`src/rtl/tetris_pkg.sv`:
```
`default_nettype none
// ============================================================================
// Module      : tetris_pkg
// Description : Playfield geometry defaults and buffer controller state codes.
// Revision    : 1.0 - initial release
// ============================================================================
package tetris_pkg;

   localparam int DEF_FIELD_W = 10;
   localparam int DEF_FIELD_H = 20;
   localparam int DEF_ROW_AW  = 5;

   typedef enum logic [1:0] {
      ST_IDLE  = 2'd0,
      ST_CLEAR = 2'd1,
      ST_WAIT  = 2'd2,
      ST_COPY  = 2'd3
   } state_t;

endpackage
`default_nettype wire

```
`src/rtl/field_bank.sv`:
```
`default_nettype none
// ============================================================================
// Module      : field_bank
// Description : FIELD_H x FIELD_W cell register array, one row write port,
//               one cell read and two combinational row reads.
// Revision    : 1.0 - initial release
// ============================================================================
module field_bank
   import tetris_pkg::*;
#(
   parameter int FIELD_W = DEF_FIELD_W,
   parameter int FIELD_H = DEF_FIELD_H,
   parameter int ROW_AW  = DEF_ROW_AW
) (
   input  logic               vga_clk,
   input  logic               rst_n,
   input  logic               we,
   input  logic [ROW_AW-1:0]  waddr,
   input  logic [FIELD_W-1:0] wdata,
   input  logic [7:0]         x,
   input  logic [7:0]         y,
   output logic               bit_out,
   input  logic [ROW_AW-1:0]  raddr_a,
   output logic [FIELD_W-1:0] rdata_a,
   input  logic [ROW_AW-1:0]  raddr_b,
   output logic [FIELD_W-1:0] rdata_b
);

   logic [FIELD_W-1:0] r_mem [FIELD_H];
   logic [FIELD_W-1:0] w_row_y;

   always_ff @(posedge vga_clk or negedge rst_n) begin
      if (!rst_n) begin
         for (int i = 0; i < FIELD_H; i++) r_mem[i] <= '0;
      end else if (we) begin
         for (int i = 0; i < FIELD_H; i++) begin
            if (waddr == ROW_AW'(i)) r_mem[i] <= wdata;
         end
      end
   end

   // Decoded muxes: any index outside the array naturally yields zero.
   always_comb begin
      w_row_y = '0;
      rdata_a = '0;
      rdata_b = '0;
      for (int i = 0; i < FIELD_H; i++) begin
         if (y == 8'(i))          w_row_y = r_mem[i];
         if (raddr_a == ROW_AW'(i)) rdata_a = r_mem[i];
         if (raddr_b == ROW_AW'(i)) rdata_b = r_mem[i];
      end
   end

   always_comb begin
      bit_out = 1'b0;
      for (int j = 0; j < FIELD_W; j++) begin
         if (x == 8'(j)) bit_out = w_row_y[j];
      end
   end

endmodule
`default_nettype wire

```
`src/rtl/tetris_field_buffer.sv`:
```
`default_nettype none
// ============================================================================
// Module      : tetris_field_buffer
// Description : Double-buffered Tetris playfield; back bank is published to
//               the display bank row-by-row at frame end.
// Revision    : 1.0 - initial release
// ============================================================================
module tetris_field_buffer
   import tetris_pkg::*;
#(
   parameter int FIELD_W = DEF_FIELD_W,
   parameter int FIELD_H = DEF_FIELD_H,
   parameter int ROW_AW  = DEF_ROW_AW
) (
   input  logic               vga_clk,
   input  logic               rst_n,
   input  logic [7:0]         x_coord,
   input  logic [7:0]         y_coord,
   output logic               coord_value,
   input  logic               draw_finish,
   input  logic               wr_en,
   input  logic [ROW_AW-1:0]  wr_row,
   input  logic [FIELD_W-1:0] wr_data,
   output logic               wr_ready,
   input  logic [ROW_AW-1:0]  rd_row,
   output logic [FIELD_W-1:0] rd_data,
   input  logic               clr_req,
   input  logic               swap_req,
   output logic               swap_done
);

   state_t             r_state, w_state_nxt;
   logic [ROW_AW-1:0]  r_cnt, w_cnt_nxt;
   logic               r_swap_pend;
   logic               r_swap_done, w_swap_done_nxt;
   logic [FIELD_W-1:0] r_rd_data;
   logic               w_enter_copy;
   logic               w_last_row;
   logic               w_wr_fire;
   logic               w_xy_in_range;
   logic               w_front_bit;

   logic               w_back_we;
   logic [ROW_AW-1:0]  w_back_waddr;
   logic [FIELD_W-1:0] w_back_wdata;
   logic [FIELD_W-1:0] w_back_rd_row;
   logic [FIELD_W-1:0] w_back_copy_row;

   logic               w_unused_back_bit;
   logic [FIELD_W-1:0] w_unused_front_row_a;
   logic [FIELD_W-1:0] w_unused_front_row_b;

   assign w_last_row    = (r_cnt == ROW_AW'(FIELD_H - 1));
   assign wr_ready      = (r_state == ST_IDLE) || (r_state == ST_WAIT);
   assign w_wr_fire     = wr_en && wr_ready && (32'(wr_row) < FIELD_H);
   assign w_xy_in_range = (32'(x_coord) < FIELD_W) && (32'(y_coord) < FIELD_H);
   assign coord_value   = w_xy_in_range && w_front_bit;
   assign rd_data       = r_rd_data;
   assign swap_done     = r_swap_done;

   // CLEAR owns the back write port; game writes are locked out there anyway.
   assign w_back_we    = w_wr_fire || (r_state == ST_CLEAR);
   assign w_back_waddr = (r_state == ST_CLEAR) ? r_cnt : wr_row;
   assign w_back_wdata = (r_state == ST_CLEAR) ? '0 : wr_data;

   always_ff @(posedge vga_clk or negedge rst_n) begin
      if (!rst_n) begin
         r_state     <= ST_IDLE;
         r_cnt       <= '0;
         r_swap_pend <= 1'b0;
         r_swap_done <= 1'b0;
         r_rd_data   <= '0;
      end else begin
         r_state     <= w_state_nxt;
         r_cnt       <= w_cnt_nxt;
         // A request landing on the copy-entry cycle arms the next frame.
         r_swap_pend <= swap_req || (r_swap_pend && !w_enter_copy);
         r_swap_done <= w_swap_done_nxt;
         r_rd_data   <= (32'(rd_row) < FIELD_H) ? w_back_rd_row : '0;
      end
   end

   always_comb begin
      w_state_nxt     = r_state;
      w_cnt_nxt       = r_cnt;
      w_enter_copy    = 1'b0;
      w_swap_done_nxt = 1'b0;
      case (r_state)
         ST_IDLE: begin
            if (clr_req) begin
               w_state_nxt = ST_CLEAR;
               w_cnt_nxt   = '0;
            end else if (r_swap_pend) begin
               w_state_nxt = ST_WAIT;
            end
         end
         ST_CLEAR: begin
            if (w_last_row) begin
               w_state_nxt = ST_IDLE;
               w_cnt_nxt   = '0;
            end else begin
               w_cnt_nxt = r_cnt + 1'b1;
            end
         end
         ST_WAIT: begin
            if (draw_finish) begin
               w_state_nxt  = ST_COPY;
               w_cnt_nxt    = '0;
               w_enter_copy = 1'b1;
            end
         end
         ST_COPY: begin
            if (w_last_row) begin
               w_state_nxt     = ST_IDLE;
               w_cnt_nxt       = '0;
               w_swap_done_nxt = 1'b1;
            end else begin
               w_cnt_nxt = r_cnt + 1'b1;
            end
         end
         default: begin
            w_state_nxt = ST_IDLE;
            w_cnt_nxt   = '0;
         end
      endcase
   end

   field_bank #(
      .FIELD_W (FIELD_W),
      .FIELD_H (FIELD_H),
      .ROW_AW  (ROW_AW)
   ) u_back (
      .vga_clk (vga_clk),
      .rst_n   (rst_n),
      .we      (w_back_we),
      .waddr   (w_back_waddr),
      .wdata   (w_back_wdata),
      .x       (8'd0),
      .y       (8'd0),
      .bit_out (w_unused_back_bit),
      .raddr_a (rd_row),
      .rdata_a (w_back_rd_row),
      .raddr_b (r_cnt),
      .rdata_b (w_back_copy_row)
   );

   field_bank #(
      .FIELD_W (FIELD_W),
      .FIELD_H (FIELD_H),
      .ROW_AW  (ROW_AW)
   ) u_front (
      .vga_clk (vga_clk),
      .rst_n   (rst_n),
      .we      (r_state == ST_COPY),
      .waddr   (r_cnt),
      .wdata   (w_back_copy_row),
      .x       (x_coord),
      .y       (y_coord),
      .bit_out (w_front_bit),
      .raddr_a ('0),
      .rdata_a (w_unused_front_row_a),
      .raddr_b ('0),
      .rdata_b (w_unused_front_row_b)
   );

endmodule
`default_nettype wire
```
`config.mk`:
```
export PLATFORM = sky130hd
export DESIGN_NAME = tetris_field_buffer
export DESIGN_NICKNAME = d
export VERILOG_FILES = /design/src/rtl/tetris_pkg.sv /design/src/rtl/field_bank.sv /design/src/rtl/tetris_field_buffer.sv
export SDC_FILE = /design/constraint.sdc
export NUM_CORES = 1
export LEC_CHECK = 0
export BUFFER_PORTS_ARGS = -buffer_cell sky130_fd_sc_hd__clkbuf_2
export CAP_MARGIN = 25
export CELL_PAD_IN_SITES_DETAIL_PLACEMENT = 0
export CELL_PAD_IN_SITES_GLOBAL_PLACEMENT = 1
export CORE_MARGIN = 10
export CORE_UTILIZATION = 51
export CTS_BUF_LIST = sky130_fd_sc_hd__clkbuf_16
export DETAILED_ROUTE_END_ITERATION = 8
export GPL_TIMING_DRIVEN = 0
export MAX_ROUTING_LAYER = met4
export PLACE_DENSITY_LB_ADDON = 0.1
export SLEW_MARGIN = 20
export SYNTH_ARGS = -nofsm -noshare
export SYNTH_HDL_FRONTEND = slang
export SYNTH_HIERARCHICAL = 1
export SYNTH_SLANG_ARGS = --single-unit
```
`constraint.sdc`:
```
create_clock -name vga_clk -period 3.1 [get_ports vga_clk]
set_input_delay 0.31 -clock vga_clk [delete_from_list [all_inputs] [get_ports vga_clk]]
set_output_delay 0.31 -clock vga_clk [all_outputs]
set_load 0.02 [all_outputs]
```
==> results.json <==
{
  "run_status": "finished, violations left",
  "violated_checks": "negative setup slack",
  "layout_min_cycle_time_ns": 3.594,
  "met2_wl_post_dr_um": 35650,
  "post_synth_design_cell_area_um2": 21590,
  "drv_cap": 0,
  "detail_route.wl_per_cell_um": 28.77,
  "ratio_of_final_minimum_period_to_clock_period_pct": 115.9,
  "drive_above_1_share_pct": 37.11,
  "number_of_vias_after_detailed_routing": 17073,
  "grt_setup_unrepaired": "true",
  "grt_max_degree": 93,
  "power.density_cell_area_nw_per_um2": 931.1,
  "worst-slew-pin-transition_ns": 1.094,
  "worst_slew_margin_rel_pct": 26.82,
  "met3_length_um": 5299,
  "power.total_w": 0.02343,
  "mostFrequentLayoutCell": "dfrtp_1",
  "critPathCaptureType": "primary output",
  "max_fo_critical_path": 10,
  "clock_tree.root_cell": "clkbuf_16",
  "die_area_um2": 50960,
  "synthesis.area_per_instance_um2": 11.69,
  "most-common-layout-cells": "dfrtp_1, mux2_2, nand2_1, nor2_1, a22oi_1",
  "dp_slack_ns": -1.150,
  "totalWireLength_um": 73680,
  "critPathArrivalTime_ns": 3.28,
  "viasPerCell": 6.667,
  "layout_setup_ws_ns": -0.4941,
  "fp-row-count": 75,
  "tns_ns": -0.4941,
  "die_y_um": 225.7,
  "initial_antenna_violation_count": 1,
  "critical_path_class": "input pin to primary output",
  "power.static_leakage_nw": 11.55,
  "design.portCount": 55,
  "finalClockSkew_ns": 0.01721,
  "port_buffers": 52,
  "critPathRequiredTime_ns": 2.79,
  "tritoncts": "yes",
  "finalSetupViolCount": 1,
  "first_global_vias": 17243,
  "critical_path.startpoint_type": "input pin",
  "wirelength_met1_um": 28450,
  "topRoutingLayerUsed": "met4",
  "hold_slack_ns": 0.05477,
  "drt_drc_violations_left": 0,
  "grt-ovfl-total": 0,
  "post-route-util_pct": 59.99,
  "slew_viol_final": 0,
  "design.core.area_um2": 41950,
  "cts.sink_count": 419,
  "clk_path_buf_depth": 3,
  "floorplan.initialDensity_pct": 51.47,
  "clock.fmax_mhz": 278.2,
  "dp.final_hpwl_um": 50540,
  "dieWidth_um": 225.7,
  "area.growth.synth_to_final_pct": 16.57,
  "ant_nets": 0,
  "synth.net_count": 1890,
  "yosys_warnings": 6,
  "gp_congestion": 0.9902,
  "groute.usage.overall_pct": 29.65,
  "ir_worst_vdd_uv": 557.6,
  "clkTransAtPathRegs_ns": 0.06,
  "post_synth_inst_count": 1847,
  "timing.hold.worst.class": "input pin to register",
  "first_iter_violations": 1905,
  "grt_first_pass_wirelength_um": 110200,
  "cts-htree-levels": 2,
  "regToRegSetupSlack_ns": 0.03,
  "cts_buffers": 47,
  "finalHoldViolations": 0,
  "dr.pass1.iters": 6,
  "clock_latency_ns": 0.59,
  "fin_nets": 2027
}
sequential cells by signal, summed over array words and instances (netlist names):
register	count
swap_done	1
r_cnt	5
r_state	2
u_back/r_mem	200
rd_data	10
u_front/r_mem	200
r_swap_pend	1
per-stage QoR:
| stage | instances | instance area, um2 |
|---|---|---|
| 3_3_place_gp | 2438 | 22520 |
| 5_1_grt | 2560 | 25160 |
| 2_1_floorplan | 1847 | 21590 |
| 4_1_cts | 2554 | 24950 |
| 6_report | 2561 | 25170 |
| 3_5_place_dp | 2444 | 22680 |
worst max-delay path, cell delays in order:
cell and delay (ns):
buf_2 0.19, buf_4 0.31, buf_4 0.29, buf_4 0.27, mux2i_1 0.16, o2bb2ai_2 0.18
a22oi_1 0.12, o211ai_1 0.24, a41oi_2 0.16, o311ai_2 0.42, nor4b_2 0.25, and4_1 0.21
clkbuf_8 0.15
power by group:
group | internal, W | switching (W) | total, W | leakage [nW]
clock network | 0.00342 | 0.00233 | 0.00575 | 0.803
logic | 0.00393 | 0.00521 | 0.00914 | 5.11
registers | 0.00727 | 0.00127 | 0.00854 | 5.63
layer usage:
layer | global-route usage, % | vias up
li1 | - | 7252
met1 | 35.09 | 8743
met2 | 47.92 | 845
met3 | 4.644 | 233
met4 | 16.41 | 0
met5 | - | -
final timing paths:
| kind | startpoint | end | cells past startpoint |
|---|---|---|---|
| worst max-delay path | y_coord[1] | coord_value | 13 |
| worst min-delay path | clr_req | r_state[1]$_DFFE_PN0P_ | 4 |
| worst max register to register | r_cnt[0]$_DFFE_PN0P_ | u_front/r_mem[43]$_DFFE_PN0P_ | 12 |
| worst min register to register | r_swap_pend$_DFF_PN0_ | r_swap_pend$_DFF_PN0_ | 1 |
| max in group asynchronous | rst_n | u_back/r_mem[1]$_DFFE_PN0P_ | 4 |
| min in group asynchronous | rst_n | u_front/r_mem[2]$_DFFE_PN0P_ | 2 |
cell type report:
| type | instances | area [um2] |
|---|---|---|
| diodes | 1 | 2.502 |
| plain buffers | 119 | 767.0 |
| clock buffers | 47 | 1176 |
| clock inverters | 39 | 392.9 |
| fillers | 3487 | 16780 |
| inverters | 20 | 75.07 |
| multi-input cells | 1280 | 10830 |
| flip-flops and latches | 419 | 10490 |
| well taps | 539 | 674.4 |
| repair buffers | 97 | 755.7 |
timing repair:
action	in CTS	in global routing
setup endpoints to repair	247	260
endpoints found under the hold margin	77	0
cloned	2	2
gates resized for setup	153	66
pin swaps	26	20
hold buffers	2	0
buffers inserted	25	9
Note: power is estimated with default switching activity, not from simulation.
